File: config.mk
export PLATFORM = sky130hd
export DESIGN_NAME = state_sequencer
export DESIGN_NICKNAME = d
export VERILOG_FILES = /design/src/rtl/state_sequencer.sv
export SDC_FILE = /design/constraint.sdc
export NUM_CORES = 1
export LEC_CHECK = 0
export ABC_AREA = 0
export CORE_ASPECT_RATIO = 1.75
export CORE_MARGIN = 2
export CORE_UTILIZATION = 44
export DETAILED_ROUTE_END_ITERATION = 12
export HOLD_SLACK_MARGIN = 0.02
export MAX_ROUTING_LAYER = met4
export PLACE_DENSITY = 0.78
export RECOVER_POWER = 100
export SYNTH_ARGS = -nofsm -noshare
export SYNTH_HDL_FRONTEND = slang
export SYNTH_SLANG_ARGS = --single-unit
export TNS_END_PERCENT = 100
File: constraint.sdc
create_clock -name CLK -period 1.7 [get_ports CLK]
set_input_delay 0.425 -clock CLK [delete_from_list [all_inputs] [get_ports CLK]]
set_output_delay 0.425 -clock CLK [all_outputs]
set_load 0.03 [all_outputs]
File: src/rtl/state_sequencer.sv
// Multi-cycle CPU state register with control-enable decode, sticky halt,
// illegal-state recovery and a retired-instruction counter.
module state_sequencer #(
  parameter int COUNT_W = 16
) (
  input  logic               CLK,
  input  logic               Reset,
  input  logic [2:0]         n_state,
  input  logic [5:0]         Opcode,
  output logic [2:0]         cur_state,
  output logic               IRWre,
  output logic               PCWre,
  output logic               RegWre,
  output logic               mRD,
  output logic               mWR,
  output logic               halted,
  output logic               state_err,
  output logic [COUNT_W-1:0] instr_count
);

  typedef enum logic [2:0] {
    S_IF  = 3'b000,
    S_ID  = 3'b001,
    S_EXE = 3'b010,
    S_WB  = 3'b011,
    S_MEM = 3'b100
  } state_t;

  localparam logic [5:0] OP_SW   = 6'b110000;
  localparam logic [5:0] OP_LW   = 6'b110001;
  localparam logic [5:0] OP_HALT = 6'b111111;

  state_t               state_reg;
  logic                 halted_reg;
  logic                 state_err_reg;
  logic [COUNT_W-1:0]   count_reg;

  logic next_legal;
  logic next_is_if;
  logic halt_now;
  logic retire;

  assign next_legal = (n_state <= 3'b100);
  assign next_is_if = next_legal && (n_state == S_IF);
  assign halt_now   = !halted_reg && (state_reg == S_ID) && (Opcode == OP_HALT);
  // The halt instruction retires on its own edge even if next-state logic disagrees.
  assign retire     = !halted_reg && (state_reg != S_IF) && (next_is_if || halt_now);

  always_ff @(posedge CLK or posedge Reset) begin
    if (Reset) begin
      state_reg     <= S_IF;
      halted_reg    <= 1'b0;
      state_err_reg <= 1'b0;
      count_reg     <= '0;
    end else begin
      state_err_reg <= 1'b0;
      if (halted_reg || halt_now) begin
        state_reg <= S_IF;
      end else if (!next_legal) begin
        state_reg     <= S_IF;
        state_err_reg <= 1'b1;
      end else begin
        state_reg <= state_t'(n_state);
      end
      if (halt_now) begin
        halted_reg <= 1'b1;
      end
      if (retire) begin
        count_reg <= count_reg + {{(COUNT_W-1){1'b0}}, 1'b1};
      end
    end
  end

  // Enables decode from the registered state; IRWre ignores Opcode since it is stale in IF.
  assign IRWre  = (state_reg == S_IF) && !halted_reg;
  assign RegWre = (state_reg == S_WB) && !halted_reg;
  assign mRD    = (state_reg == S_MEM) && (Opcode == OP_LW) && !halted_reg;
  assign mWR    = (state_reg == S_MEM) && (Opcode == OP_SW) && !halted_reg;
  assign PCWre  = next_is_if && (state_reg != S_IF) && !halted_reg &&
                  !((state_reg == S_ID) && (Opcode == OP_HALT));

  assign cur_state   = state_reg;
  assign halted      = halted_reg;
  assign state_err   = state_err_reg;
  assign instr_count = count_reg;

endmodule

======== Yosys cells after proc, flatten, opt, wreduce, memory -nomap -nowiden ========
Cells that the tools add are included.
cells by class
  eq/ne operators ......................... 6
  $lt $le $gt $ge ......................... 1
  reduce and logical (&&, ||, !) cells .... 22
  shifts and indexed selects .............. 0
  multiplexer cells ....................... 4
  multipliers ............................. 0
  bitwise gates (word level) .............. 0
  add/sub/neg operators ................... 1
  div/mod/pow operators ................... 0
operators with widths
  operator                                        count
  == test 6 bit (second input constant)           3
  adder 16 x 1 -> 16 bit (second input constant)  1
  logical AND 1 bit                               15
  logical NOT 3 bit                               2
  two-way mux 3 bit                               2
  == test 3 x 1 -> 1 bit (second input constant)  1
  == test 3 x 2 -> 1 bit (second input constant)  1
  == test 3 bit (second input constant)           1
  <= comparator 3 bit (second input constant)     1
  nonzero test 3 bit                              1
  logical NOT 1 bit                               2
  logical OR 1 bit                                2
  two-way mux 1 bit                               2
word-level totals
  bits in read-only memories .............. 0
  register bits ........................... 21
  word-level logic and storage cells ...... 38
  latch bits .............................. 0
  memory bits (writable) .................. 0
  memories ................................ 0

======== Longest topological paths before layout ========
Gate-level depths: netlist of run 1.
  depth in word-level cells ............... 5
  mapped depth ............................ 5
  depth with buffers taken out ............ 4

======== Worst setup path after synthesis of run 1 ========
OpenSTA, ideal clock, no wires.
  path type ............................... register -> output
  start ................................... register state_reg[0], in the netlist cur_state[0]
  end ..................................... output port RegWre
  slack ................................... -452 ps
  data arrival time ....................... 1727 ps
  path buffers ............................ 0
  required time ........................... 1275 ps
  stages on the path, launching flop included .. 3
  path through ............................ dfrtp_1 inv_2 nor4b_1
on the way
  cells in the longest elaborated chain, start to end .. 2
RTL lines
  what                    line  source
  start, declared         33    state_t state_reg;
  start signal, assigned  63    state_reg <= state_t'(n_state);
  == test 3 x 2 -> 1 bit  76    assign RegWre = (state_reg == S_WB) && !halted_reg;
  logical AND 1 bit       76
  end, declared           13    output logic RegWre,
Every way passes these cells.

======== Worst setup path after layout of run 1 ========
  start ................................... register state_reg[1], in the netlist cur_state[1]
  end ..................................... output port mWR
on the way
  cells in the longest elaborated chain, start to end .. 3
RTL lines
  what                             line  source
  == test 3 bit                    78    assign mWR = (state_reg == S_MEM) && (Opcode == OP_SW) && !halted_reg;
  logical AND 1 bit (2 in series)  78
  end, declared                    15    output logic mWR,
Every way passes these cells.

==> results of run 1 <==
==> repair_timing <==
item / in CTS / in global routing
buffers inserted: 7 / 2
resized for setup: 50 / 12
gates cloned: 0 / 1
setup endpoints to repair: 45 / 20
pin swaps: 3 / 10
endpoints found under the hold margin: 0 / 0
==> critical path, cell delays in order (launching register included) <==
cell and delay, ns:
dfrtp_2 0.43, nor4b_4 0.30, nand3_2 0.12, nor4_4 0.17
nor2b_4 0.19, buf_6 0.13
==> final timing paths <==
| path | from | endpoint | slack [ns] | depth (start not counted) |
|---|---|---|---|---|
| setup reg to reg | cur_state[1] | instr_count[1] | -0.18 | 7 |
| hold / removal | instr_count[15] | instr_count[15] | 0.48 | 1 |
| setup / recovery | cur_state[1] | mWR | -0.33 | 5 |
| hold reg to reg | instr_count[15] | instr_count[15] | 0.48 | 1 |
| min in group asynchronous | Reset | instr_count[15] | 0.71 | 3 |
| max in group asynchronous | Reset | halted | 0.62 | 3 |
==> metal layers <==
layer | share of wire [%] | routed length (um) | vias up
met1 | 34 | 1110 | 534
met4 | 2.0 | 66 | 0
met5 | 0 | 0 | -
met3 | 3.7 | 119 | 8
li1 | - | - | 495
met2 | 60 | 1940 | 36
==> cells in the final DEF (no fill, tap or decap), types with 3 or more instances in the layout <==
cell type / n
nand2_1: 3
clkbuf_8: 3
nand4_1: 11
buf_6: 9
and3b_1: 3
dlygate4sd2_1: 25
xnor2_1: 14
dfrtp_2: 4
buf_4: 25
nor2_1: 4
dfrtp_1: 17
and3_1: 4
==> where the power goes <==
| part | total, W | internal, W | switching [W] |
|---|---|---|---|
| clock network | 0.000321 | 0.000163 | 0.000158 |
| logic | 0.000468 | 0.000192 | 0.000276 |
| registers | 0.000617 | 0.000552 | 0.0000648 |
| total | 0.00141 | 0.000908 | 0.000498 |
==> cells by family (layout without fill, tap and decap cells) <==
kind of cell | Yosys count | after routing
xor gates and xnor gates | 15 | 15
buffers and inverters | 6 | 74
and+or+nand+nor | 51 | 51
muxes | 1 | 1
AOI/OAI and AO/OA | 4 | 4
adders and majority gates | 1 | 1
DFF | 21 | 21
==> layout make-up <==
| type | instances | area (um2) | area share, % |
|---|---|---|---|
| clock inverter | 1 | 5.00 | 0.272 |
| tap | 25 | 31.3 | 1.70 |
| timing repair buffer | 67 | 574 | 31.2 |
| multi-input combinational | 72 | 648 | 35.2 |
| clock buffer | 3 | 41.3 | 2.24 |
| sequential | 21 | 531 | 28.8 |
| inverter | 3 | 11.3 | 0.611 |
==> metrics by stage <==
stage               hold WS, ns  area (um2)  utilization (%)  power, W
detailed placement        0.480        1660             71.1   0.00109
floorplan                 0.401        1140                -  0.000871
global placement          0.462        1660             71.1   0.00107
finish                    0.483        1840             79.0   0.00141
CTS                       0.490        1790             76.8   0.00140
global route              0.517        1840             79.0   0.00148
==> impl_metrics.yaml, run 1 <==
floorplanning:
  die_w_um: 41.7
  fp-row-count: 23
  core_area_um2: 2330
  pin_count: 37
  initial_core_util_pct: 47.0
  die_area_um2: 2920
  fp.dieH_um: 70.0
sta:
  slew_viol_final: 0
  max_freq_mhz: 493
  period_share_pct: 119
  slew_headroom_pct: 65.7
  finalCriticalPeriod_ns: 2.03
  finClkSkew_ns: 0.00214
  hold_violations: 0
  fin_ws_ns: -0.327
  rsz0062_at_grt: "yes"
  max_slew.worst_pin.slew_ns: 0.514
  setup_viol_count_final: 22
  fin_setup_tns_ns: -2.68
yosys:
  synth-seq-cells: 21
  synth_simple_gate_area_share_pct: 29.5
  synthAdderAreaFrac_pct: 1.14
  synth_area_um2: 1090
  ys_seq_area_share_pct: 48.0
  synth_mux_area_share_pct: 1.03
  synth_top_family_by_area: "simple AND/OR/NAND/NOR gates"
  synth_common_cells: "dfrtp_1, xnor2_1, nand4_1"
  synth_top_area_share_pct: 48.0
  synthArstFlopShare_pct: 100
  yosysMostFrequentCell: "dfrtp_1"
  synth_warnings: 0
  synthDistinctLibCells: 31
  syn_nets: 111
  synthCells: 99
  synthTopCellsByArea: "dfrtp_1, xnor2_1, nand4_1"
  syn_avg_cell_area_um2: 11.1
  synth_xor_area_share_pct: 12.0
  synth_edf_count: 0
  yosys.area.top_type: "dfrtp_1"
  synth_compound_gate_area_share_pct: 5.60
  ys.flop_type: "dfrtp_1"
grt:
  antenna_found_initial: 0
  met1_usage_pct: 24.5
  grt_use_total_pct: 24.1
  grt-busiest-layer: "met2"
  grt_max_degree: 22
  grt_util_met3_pct: 1.81
  globalRouteOverflowTotal: 0
  first_global_vias: 1169
  grt_pass1_wl_um: 5330
  use_met2_pct: 45.3
cells_and_area:
  fin_nets: 180
  largest_reg_flops: 16
  drive_above_1_share_pct: 40.1
  fin_cells: 192
  area_delta_synth_final_pct: 68.2
  insertedDiodeCount: 0
  fillers: 166
detailed_routing:
  wl_um: 3230
  vias: 1073
  wl_per_cell_um: 16.8
  drc_errors: 0
  dr.first_iter.drc_count: 24
  ant_nets: 0
  avgViaCountPerCell: 5.59
  firstDrtPassIters: 4
clock_tree:
  cts-root-buf: "clkbuf_8"
  clkLatencyLatePin_ns: 0.26
  tritoncts: "done"
  hold_buffers: 0
  cts_inserted_buffers: 3
  ctsHtreeMaxLevel: 1
  clockBufferDepth: 2
  clkTransAtPathRegs_ns: 0.07
  cts_sinks: 21
status:
  violations: "setup timing"
  outcome: "finished with violations"
setup_path:
  cp_max_fo: 2
  path_class: "reg -> out"
  end_kind: "primary output"
  critPathLaunchType: "register"
  crit_required_ns: 1.27
  worstPathArrival_ns: 1.60
placed_design:
  hpwl_um: 2220
  dp_slack_ns: -0.481
  dpl.cell_count: 178
  place_congestion: 0.836
  portBuffers: 36
power:
  ir_drop_mv: 0.789
  p_leak_nw: 0.921
  power_density_nw_per_um2: 764
run:
  drv_cap: 0
hold_path:
  hold_path_class: "reg -> reg"
(Power assumes the default switching activity.)
==> inputs of run 2 (changes only) <==
CORE_MARGIN = 5   (was 2)
==> impl_metrics.yaml, run 2 (synthesis gave the netlist of run 1 again) <==
setup_path:
  crit_required_ns: 1.27
  path_class: "reg -> out"
  critPathLaunchType: "register"
  slowest_stage: "dfrtp_2"
  worstPathArrival_ns: 1.59
  cp_slowest_stage_delay_ns: 0.44
  worst-r2r-setup-slack_ns: 0.03
  cpLargestDelayFamily: "simple AND/OR/NAND/NOR gates"
  r2r_end: "instr_count[5]"
  r2r-start: "cur_state[0]"
  path_buf_inv: 1
  cp_max_fo: 2
  end_kind: "primary output"
  reg2regPathDepth: 6
  crit_path_cell_trace: "nor4b_4 -> nand3_2 -> nor4_4 -> nor2b_4 -> buf_6"
clock_tree:
  clkTransAtPathRegs_ns: 0.08
  ctsHtreeMaxLevel: 1
  cts_inserted_buffers: 3
  clockBufferDepth: 2
  hold_buffers: 0
  cts_sinks: 21
  tritoncts: "done"
  cts-root-buf: "clkbuf_8"
  clkLatencyLatePin_ns: 0.26
grt:
  grt_use_total_pct: 17.7
  grt_pass1_wl_um: 4630
  antenna_found_initial: 0
  globalRouteOverflowTotal: 0
  grt_max_degree: 22
  first_global_vias: 1059
detailed_routing:
  top_layer_used: "met4"
  ant_nets: 0
  drc_errors: 0
  wl_met3_um: 155
  met2_length_um: 1710
  wl_met1_um: 1130
  vias: 1038
  dr.first_iter.drc_count: 19
  wl_per_cell_um: 16.2
  firstDrtPassIters: 4
  wl_um: 3090
  avgViaCountPerCell: 5.43
sta:
  max_slew.worst_pin.slew_ns: 1.09
  hold_violations: 0
  rsz0062_at_grt: "yes"
  setup_viol_count_final: 11
  max_freq_mhz: 496
  slew_headroom_pct: 27.5
  finalCriticalPeriod_ns: 2.02
  finClkSkew_ns: 0.00830
  slew_viol_final: 0
  fin_ws_ns: -0.316
  fin_setup_tns_ns: -1.18
  period_share_pct: 119
placed_design:
  dpl.cell_count: 181
  place_congestion: 0.787
  hpwl_um: 2180
  portBuffers: 36
  dp_slack_ns: -0.466
  placedInstanceArea_um2: 1670
power:
  power_density_nw_per_um2: 795
  ir_drop_mv: 0.636
  p_leak_nw: 0.873
cells_and_area:
  drive_above_1_share_pct: 38.2
  insertedDiodeCount: 0
  fin_cells: 191
  fin_nets: 178
  multi_input_area_um2: 614
  largest_reg_flops: 16
  design_area_um2: 1740
  final_common_cell: "buf_4"
  final_cell_mix: "buf_4, dlygate4sd2_1, dfrtp_1"
  area_delta_synth_final_pct: 59.2
  fillers: 200
  ff_latch_area_um2: 531
floorplanning:
  die_w_um: 47.7
  pin_count: 37
  initial_core_util_pct: 45.0
  fp.dieH_um: 76.0
  die_area_um2: 3620
  core_area_um2: 2430
  fp-row-count: 24
status:
  violations: "setup timing"
  outcome: "finished with violations"
hold_path:
  hold-path-cell-count: 1
  min-delay-start: "instr_count[15]"
  hold_path_class: "reg -> reg"
  worstHoldEndpoint: "instr_count[15]"
run:
  drv_cap: 0
-- run 2: cell types whose count changed in the layout (fill, tap and decap cells not counted), moves of 2 or more --
cell and delta:
dlygate4sd2_1 -4, buf_6 -4, clkbuf_1 +3, clkbuf_2 +2
clkdlybuf4s15_2 -2, buf_2 +4
-- run 2: metal layers --
layer  track usage [%]  vias up
li1                  -      496
met1              19.1      505
met2              30.4       28
met3              4.02        9
met4              4.85        0
met5                 -        -
-- run 2: power by group --
part | internal [W] | total (W) | switching [W]
Clock | 0.000167 | 0.000320 | 0.000153
Combinational | 0.000190 | 0.000463 | 0.000273
Sequential | 0.000552 | 0.000602 | 0.0000498
Total | 0.000910 | 0.00139 | 0.000475
-- run 2: worst reg2reg max path: stages, from the launching register on --
cell	delay, ns
dfrtp_2	0.40
buf_4	0.18
inv_2	0.08
o41ai_4	0.40
buf_6	0.17
and4bb_1	0.21
xor2_1	0.16
-- run 2: area by class of cell --
cell class / count / share of cell area, %
Inverter: 3 / 0.646
Tap cell: 26 / 1.87
Clock buffer: 4 / 2.58
Multi-Input combinational cell: 72 / 35.2
Sequential cell: 21 / 30.4
Timing Repair Buffer: 65 / 29.2
-- run 2: how the worst max path moves through the flow --
stage                 start        endpoint  slack (ns)  cells after the start
6_report             halted             mWR       -0.32                      5
5_1_grt              halted             mWR       -0.38                      5
4_1_cts        cur_state[0]             mWR       -0.34                      5
3_5_place_dp      Opcode[2]  instr_count[5]       -0.47                      6
3_3_place_gp      Opcode[3]  instr_count[5]       -0.43                      6
2_1_floorplan    n_state[2]           PCWre       -0.10                      2
-- run 2: through the flow --
stage          power, W  hold slack [ns]  utilization (%)
5_1_grt         0.00146            0.492             71.7
3_3_place_gp    0.00109            0.462             68.8
4_1_cts         0.00138            0.480             71.6
6_report        0.00139            0.484             71.7
2_1_floorplan  0.000871            0.401                -
3_5_place_dp    0.00110            0.472             68.8
-- run 2: what timing repair did --
item,4_1_cts,5_1_grt
resized for setup,50,14
pin swaps,7,6
gates cloned,0,1
buffers inserted,4,3
endpoints found under the setup margin,40,11
hold endpoints to repair,0,0
==> inputs of run 3 (changes only) <==
CORE_ASPECT_RATIO = not set   (was 1.75)
CORE_UTILIZATION = 60   (was 44)
DONT_BUFFER_PORTS = 1   (was not set)
PLACE_DENSITY = 0.76   (was 0.78)
==> impl_metrics.yaml, run 3 (synthesis gave the netlist of run 1 again) <==
floorplanning:
  die_area_um2: 2780
  core_area_um2: 1730
  fp-row-count: 15
  initial_core_util_pct: 63.4
  die_w_um: 52.7
  fp.dieH_um: 52.7
  pin_count: 37
setup_path:
  crit_required_ns: 1.27
  crit_path_cell_trace: "buf_6 -> or2_0 -> nor3_2 -> buf_4"
  critPathLaunchType: "register"
  cp_max_fo: 4
  cp_slowest_stage_delay_ns: 0.46
  worst-r2r-setup-slack_ns: -0.24
  path_class: "reg -> out"
  slowest_stage: "dfrtp_2"
  end_kind: "primary output"
  worstPathArrival_ns: 1.65
detailed_routing:
  vias: 1015
  dr.first_iter.drc_count: 30
  wl_per_cell_um: 22.0
  drc_errors: 0
  wl_um: 3540
  ant_nets: 0
  avgViaCountPerCell: 6.30
  firstDrtPassIters: 4
power:
  power_density_nw_per_um2: 859
  ir_drop_mv: 0.807
  p_leak_nw: 0.666
cells_and_area:
  area_delta_synth_final_pct: 38.3
  fin_nets: 149
  insertedDiodeCount: 0
  largest_reg_flops: 16
  drive_above_1_share_pct: 37.5
  final_common_cell: "dfrtp_1"
  design_area_um2: 1510
  final_cell_mix: "dfrtp_1, buf_4, xnor2_1, clkbuf_1, nand4_1"
sta:
  fin_ws_ns: -0.380
  hold_slack_ns: 0.243
  period_share_pct: 122
  slew_headroom_pct: 23.8
  max_freq_mhz: 481
  max_slew.worst_pin.slew_ns: 1.14
  hold_violations: 0
  slew_viol_final: 0
  finalCriticalPeriod_ns: 2.08
  finClkSkew_ns: 0.0115
  setup_viol_count_final: 21
  rsz0062_at_grt: "yes"
placed_design:
  portBuffers: 0
  place_congestion: 0.874
  hpwl_um: 2060
  dp_slack_ns: -0.0482
  placedInstanceArea_um2: 1380
status:
  violations: "setup timing"
  outcome: "finished with violations"
grt:
  globalRouteOverflowTotal: 0
  grt_pass1_wl_um: 4080
  grt_use_total_pct: 21.3
  first_global_vias: 932
  antenna_found_initial: 0
  grt_max_degree: 22
clock_tree:
  cts_sinks: 21
  tritoncts: "done"
  cts_inserted_buffers: 3
  clkTransAtPathRegs_ns: 0.12
  cts-root-buf: "clkbuf_4"
  clockBufferDepth: 2
  hold_buffers: 0
  clkLatencyLatePin_ns: 0.32
  ctsHtreeMaxLevel: 1
hold_path:
  hold_path_class: "in -> reg"
run:
  drv_cap: 0
==> run 3: cell types whose count changed in the layout (fill, tap and decap cells not counted), sizes merged <==
cell,change
clkdlybuf4s50,-1
clkdlybuf4s25,-1
dlygate4sd2,-21
buf,-12
clkbuf,+7
clkdlybuf4s15,-1
==> run 3: cell type report <==
| type | count | area [um2] |
|---|---|---|
| multi-input cells | 72 | 644 |
| repair buffers | 36 | 268 |
| well taps | 25 | 31.3 |
| fillers | 92 | 213 |
| inverters | 3 | 13.8 |
| clock buffers | 4 | 26.3 |
| flip-flops and latches | 21 | 531 |
==> run 3: critical path, delay by kind of cell (launching register included) <==
| family | cells | cell delay [ns] |
|---|---|---|
| buffers and inverters | 2 | 0.33 |
| AND/OR/NAND/NOR | 2 | 0.54 |
| flip-flops | 1 | 0.46 |
==> run 3: final timing paths <==
path | start | endpoint | depth (start not counted)
worst min register to register | instr_count[4] | instr_count[4] | 1
worst max register to register | cur_state[1] | instr_count[13] | 6
max in group asynchronous | Reset | cur_state[2] | 2
worst min-delay path | n_state[2] | cur_state[2] | 1
worst max-delay path | cur_state[1] | IRWre | 4
min in group asynchronous | Reset | instr_count[12] | 2
==> run 3: layer usage <==
metal | share of wire [%] | global-route usage (%)
met1 | 36 | 23.1
met2 | 50 | 36.0
met3 | 10 | 7.41
met4 | 3.5 | 7.66
met5 | 0 | -
==> run 3: metrics by stage <==
stage	util (%)	TNS [ns]	power (W)	instances
floorplan	-	-0.157	0.000871	99
global placement	79.7	0	0.000995	151
detailed placement	79.7	-0.0482	0.00101	151
CTS	82.8	-1.28	0.00126	156
global route	87.7	-5.33	0.00135	161
finish	87.7	-4.21	0.00130	161
==> run 3: what timing repair did <==
item | in CTS | in global routing
setup endpoints to repair | 5 | 14
resized for setup | 4 | 24
gates cloned | 0 | 1
pin swaps | 4 | 8
setup buffers | 1 | 5
==> run 3: where the power goes <==
group	switching, W	internal (W)	total (W)
Clock	0.000159	0.0000919	0.000251
Sequential	0.0000452	0.000552	0.000597
Combinational	0.000301	0.000151	0.000452
Total	0.000505	0.000795	0.00130
